==> src/rtl/rv32i_pkg.sv <==
// Memory-map constants shared by the LSU and its decode checker.
// Region k of the packed defaults sits at bits [k*32 +: 32].
package rv32i_pkg;

  localparam int MAX_REGIONS = 16;

  localparam logic [31:0] DATA_MEM_BASE_ADDR = 32'h0000_0000;
  localparam logic [31:0] LEDR_BASE_ADDR     = 32'h0000_7000;
  localparam logic [31:0] LEDG_BASE_ADDR     = 32'h0000_7010;
  localparam logic [31:0] SEG7_BASE_ADDR     = 32'h0000_7020;
  localparam logic [31:0] LCD_BASE_ADDR      = 32'h0000_7040;
  localparam logic [31:0] SW_BASE_ADDR       = 32'h0000_7800;
  localparam logic [31:0] BTN_BASE_ADDR      = 32'h0000_7810;
  localparam logic [31:0] TIMER_BASE_ADDR    = 32'h0000_7820;

  localparam logic [31:0] DATA_MEM_SIZE = 32'h0000_2000;
  localparam logic [31:0] LEDR_SIZE     = 32'h0000_0010;
  localparam logic [31:0] LEDG_SIZE     = 32'h0000_0010;
  localparam logic [31:0] SEG7_SIZE     = 32'h0000_0020;
  localparam logic [31:0] LCD_SIZE      = 32'h0000_0010;
  localparam logic [31:0] SW_SIZE       = 32'h0000_0010;
  localparam logic [31:0] BTN_SIZE      = 32'h0000_0010;
  localparam logic [31:0] TIMER_SIZE    = 32'h0000_0010;

  localparam logic [8*32-1:0] DEF_REGION_BASE = {
    TIMER_BASE_ADDR, BTN_BASE_ADDR, SW_BASE_ADDR, LCD_BASE_ADDR,
    SEG7_BASE_ADDR, LEDG_BASE_ADDR, LEDR_BASE_ADDR, DATA_MEM_BASE_ADDR
  };

  localparam logic [8*32-1:0] DEF_REGION_SIZE = {
    TIMER_SIZE, BTN_SIZE, SW_SIZE, LCD_SIZE,
    SEG7_SIZE, LEDG_SIZE, LEDR_SIZE, DATA_MEM_SIZE
  };

  // True when more than one bit of the select vector is set.
  function automatic logic multi_hot(input logic [MAX_REGIONS-1:0] v);
    return (v & (v - MAX_REGIONS'(1))) != '0;
  endfunction

endpackage

==> src/rtl/lsu_region_match.sv <==
// Combinational address-to-region decode used as the checker's golden decoder.
// Flags addresses that fall into more than one region.
module lsu_region_match
  import rv32i_pkg::*;
#(
  parameter int                              NUM_REGIONS = 8,
  parameter int                              ADDR_W      = 32,
  parameter logic [NUM_REGIONS*ADDR_W-1:0]   REGION_BASE = DEF_REGION_BASE,
  parameter logic [NUM_REGIONS*ADDR_W-1:0]   REGION_SIZE = DEF_REGION_SIZE
) (
  input  logic                   vld,
  input  logic [ADDR_W-1:0]      addr,
  output logic [NUM_REGIONS-1:0] exp_vec,
  output logic                   overlap
);

  for (genvar k = 0; k < NUM_REGIONS; k++) begin : g_region
    localparam logic [ADDR_W-1:0] BASE = REGION_BASE[k*ADDR_W +: ADDR_W];
    localparam logic [ADDR_W-1:0] SIZE = REGION_SIZE[k*ADDR_W +: ADDR_W];
    localparam logic              EN   = (SIZE != '0);

    // One extra bit: addresses below the base wrap to a huge offset, and a
    // region ending exactly at 2^ADDR_W still bounds correctly.
    logic [ADDR_W:0] offset;
    assign offset     = {1'b0, addr} - {1'b0, BASE};
    assign exp_vec[k] = vld && EN && (offset < {1'b0, SIZE});
  end

  assign overlap = multi_hot(MAX_REGIONS'(exp_vec));

endmodule

==> config.mk <==
export PLATFORM = sky130hd
export DESIGN_NAME = lsu_region_match
export DESIGN_NICKNAME = d
export VERILOG_FILES = /design/src/rtl/rv32i_pkg.sv /design/src/rtl/lsu_region_match.sv
export SDC_FILE = /design/constraint.sdc
export NUM_CORES = 1
export LEC_CHECK = 0
export CAP_MARGIN = 10
export CORE_MARGIN = 2
export CORE_UTILIZATION = 39
export DETAILED_ROUTE_END_ITERATION = 8
export DONT_BUFFER_PORTS = 1
export PLACE_DENSITY = 0.55
export SETUP_SLACK_MARGIN = 0.5
export SYNTH_ARGS = -nofsm -noshare
export SYNTH_HDL_FRONTEND = slang
export SYNTH_SLANG_ARGS = --single-unit
==> constraint.sdc <==
create_clock -name vclk -period 3.55
set_input_delay 0.355 -clock vclk [all_inputs]
set_output_delay 0.355 -clock vclk [all_outputs]
set_load 0.02 [all_outputs]
==> flow_summary_export.csv <==
group,metric,value,unit
sta,final_hold_viol_count,0,
critical_path,cp_slowest_cell,"or4_4",
route,wl_per_cell,25.5,um
status,status,"finished, final reports clean",
sta,timing.final.crit_period,3010,ps
critical_path,crit_top_cell,"or4_4",
power,power,0.188,mW
power,combPwrFrac,100.0,%
logic_synthesis,synth.largest_area_cell,"nor2_1",
logic_synthesis,yosysWarnings,0,
die,die_h,84.9,um
min_path,min_to,"exp_vec[5]",
route,drt_iter0_drc,535,
sta,max_freq,332,MHz
sta,tightest_slew,741,ps
power,peakVddDrop,0.0311,mV
logic_synthesis,synth_fp_nets,442,
critical_path,crit_buf_inv,0,
logic_synthesis,syn_area,2550,sq um
critical_path,crit_chain,"or4_4, o31ai_4, mux2i_1, nand2_1, or4_4, nor4_4, o32a_1",
run,max_cap_viol_count,0,
sta,setup_viol,0,
critical_path,crit_family,"simple AND/OR/NAND/NOR gates",
route,postRouteAntennaNets,0,
critical_path,slowest_delay,590,ps
die,rows,29,
critical_path,critPathLaunchType,"primary input",
logic_synthesis,synth_area_per_cell,6.32,sq um
route,vias,3446,
power,p_clk_share,0,%
cells_and_area,clock_buffers,0,
placement,port_buffers,0,
global_routing,grt_usage,32.8,%
die,dieWidth,84.9,um
placement,hpwl,8680,um
sta,setup_slack,542,ps
critical_path,arrival,2650,ps
power,pwr-share-seq,0,%
critical_path,cp_max_fo,7,
power,intPower,0.0799,mW
global_routing,first_global_vias,3250,
logic_synthesis,yosys.area.top_type_share,6.02,%
power,p_switching,0.108,mW
global_routing,grt.overflow.total,0,
critical_path,endpoint_kind,"output pin",
min_path,hold_depth,2,
route,wl,12000,um
die,dieArea,7210,sq um
sta,drv_slew,0,
cells_and_area,fin_util,44.8,%
logic_synthesis,yosys-top-cells-area,"nor2_1 6.0%, xor2_1 5.8%, nand2_1 5.6%",
sta,rsz0062_at_grt,"yes",
logic_synthesis,yosys-top-cells-count,"41 x nor2_1, 38 x nand2_1, 24 x a21oi_1",
min_path,holdCritStartpoint,"addr[18]",
cells_and_area,regArea,0,sq um
die,coreArea,6350,sq um
critical_path,required,3190,ps
route,first_pass_iters,6,
critical_path,crit_type,"primary input to output pin",
clocking,cts.hold.buffers_added,0,
placement,gp_congestion,0.992,
global_routing,grt_max_degree,26,
power,power_density,66.1,nW/um^2
route,viasPerCell,7.32,
min_path,min_path_type,"primary input to output pin",
logic_synthesis,syn_inst,404,
die,ios,42,
sta,fin_tns_setup,0,ps
logic_synthesis,yosysSeqAreaShare,0,%
global_routing,grt_pass1_wl,18900,um
cells_and_area,n_sequential_cell,0,
power,switching_share,57.5,%
cells_and_area,insertedDiodeCount,0,
placement,place_ws,402,ps
cells_and_area,area_growth,11.3,%
cells_and_area,nNetsFinal,434,
logic_synthesis,synth_most_common_cell,"nor2_1",
sta,finalCritPeriodShare,84.7,%
power,power.leakage,0.929,nW
global_routing,antenna_found_initial,0,
route,drc_errors,0,
die,initial_utilization,40.2,%
logic_synthesis,yosys.cell_types.count,66,
cells_and_area,layout-drive-gt1-share,16.5,%
sta,relSlewSlack,50.6,%
cells in the final DEF (no fill, tap or decap), types with 11 or more instances in the layout:
master,instances
o21ai_0,22
a21oi_1,24
mux2i_1,11
nand2_1,37
xnor2_1,13
nand4_1,12
nand3_1,17
xor2_1,17
buf_4,29
nor2_1,41
nor3_1,15
cell families after synthesis:
logic type | share of synthesized area [%]
AOI/OAI and AO/OA | 30.5
xor gates and xnor gates | 10.3
adders and majority gates | 2.45
buffers and inverters | 8.42
muxes | 5.19
and+or+nand+nor | 43.1
power groups by stage:
| stage | combinational, mW | sequential (mW) | clock [mW] |
|---|---|---|---|
| after floorplan | 0.176 | 0 | 0 |
| after global placement | 0.171 | 0 | 0 |
| after detailed placement | 0.171 | 0 | 0 |
| after CTS | 0.175 | 0 | 0 |
| after global routing | 0.203 | 0 | 0 |
| final | 0.188 | 0 | 0 |
what timing repair did:
action,CTS,global route
pin swaps,3,7
gates resized for setup,5,13
hold endpoints to repair,0,0
endpoints found under the setup margin,2,2
setup buffers,3,6
through the flow:
step / cell area, sq um / cells / hold WS (ps)
2_1_floorplan: 2630 / 404 / 915
3_3_place_gp: 2700 / 462 / 911
3_5_place_dp: 2700 / 462 / 912
4_1_cts: 2750 / 465 / 913
5_1_grt: 2840 / 471 / 925
6_report: 2840 / 471 / 915
layer usage:
| layer | wire length [um] | vias to the layer above | GRT usage, % |
|---|---|---|---|
| met5 | 0 | - | 0 |
| met4 | 585 | 0 | 12.4 |
| met3 | 1430 | 57 | 6.03 |
| met2 | 5170 | 263 | 50.3 |
| met1 | 4850 | 1609 | 45.3 |
| li1 | - | 1517 | - |
worst max path at each step:
stage	start	to	slack, ps	cells after the start
3_3_place_gp	addr[6]	exp_vec[6]	390	9
6_report	addr[5]	overlap	540	7
3_5_place_dp	addr[6]	exp_vec[6]	400	9
5_1_grt	addr[6]	exp_vec[6]	470	9
4_1_cts	addr[9]	overlap	520	7
2_1_floorplan	addr[8]	overlap	350	9
cell type report:
class	instances	area, sq um
tap	77	96.3
timing repair buffer	30	229
fill	654	3510
multi-input combinational	354	2480
inverter	10	37.5
No activity file was read; power rests on OpenSTA's default activity.
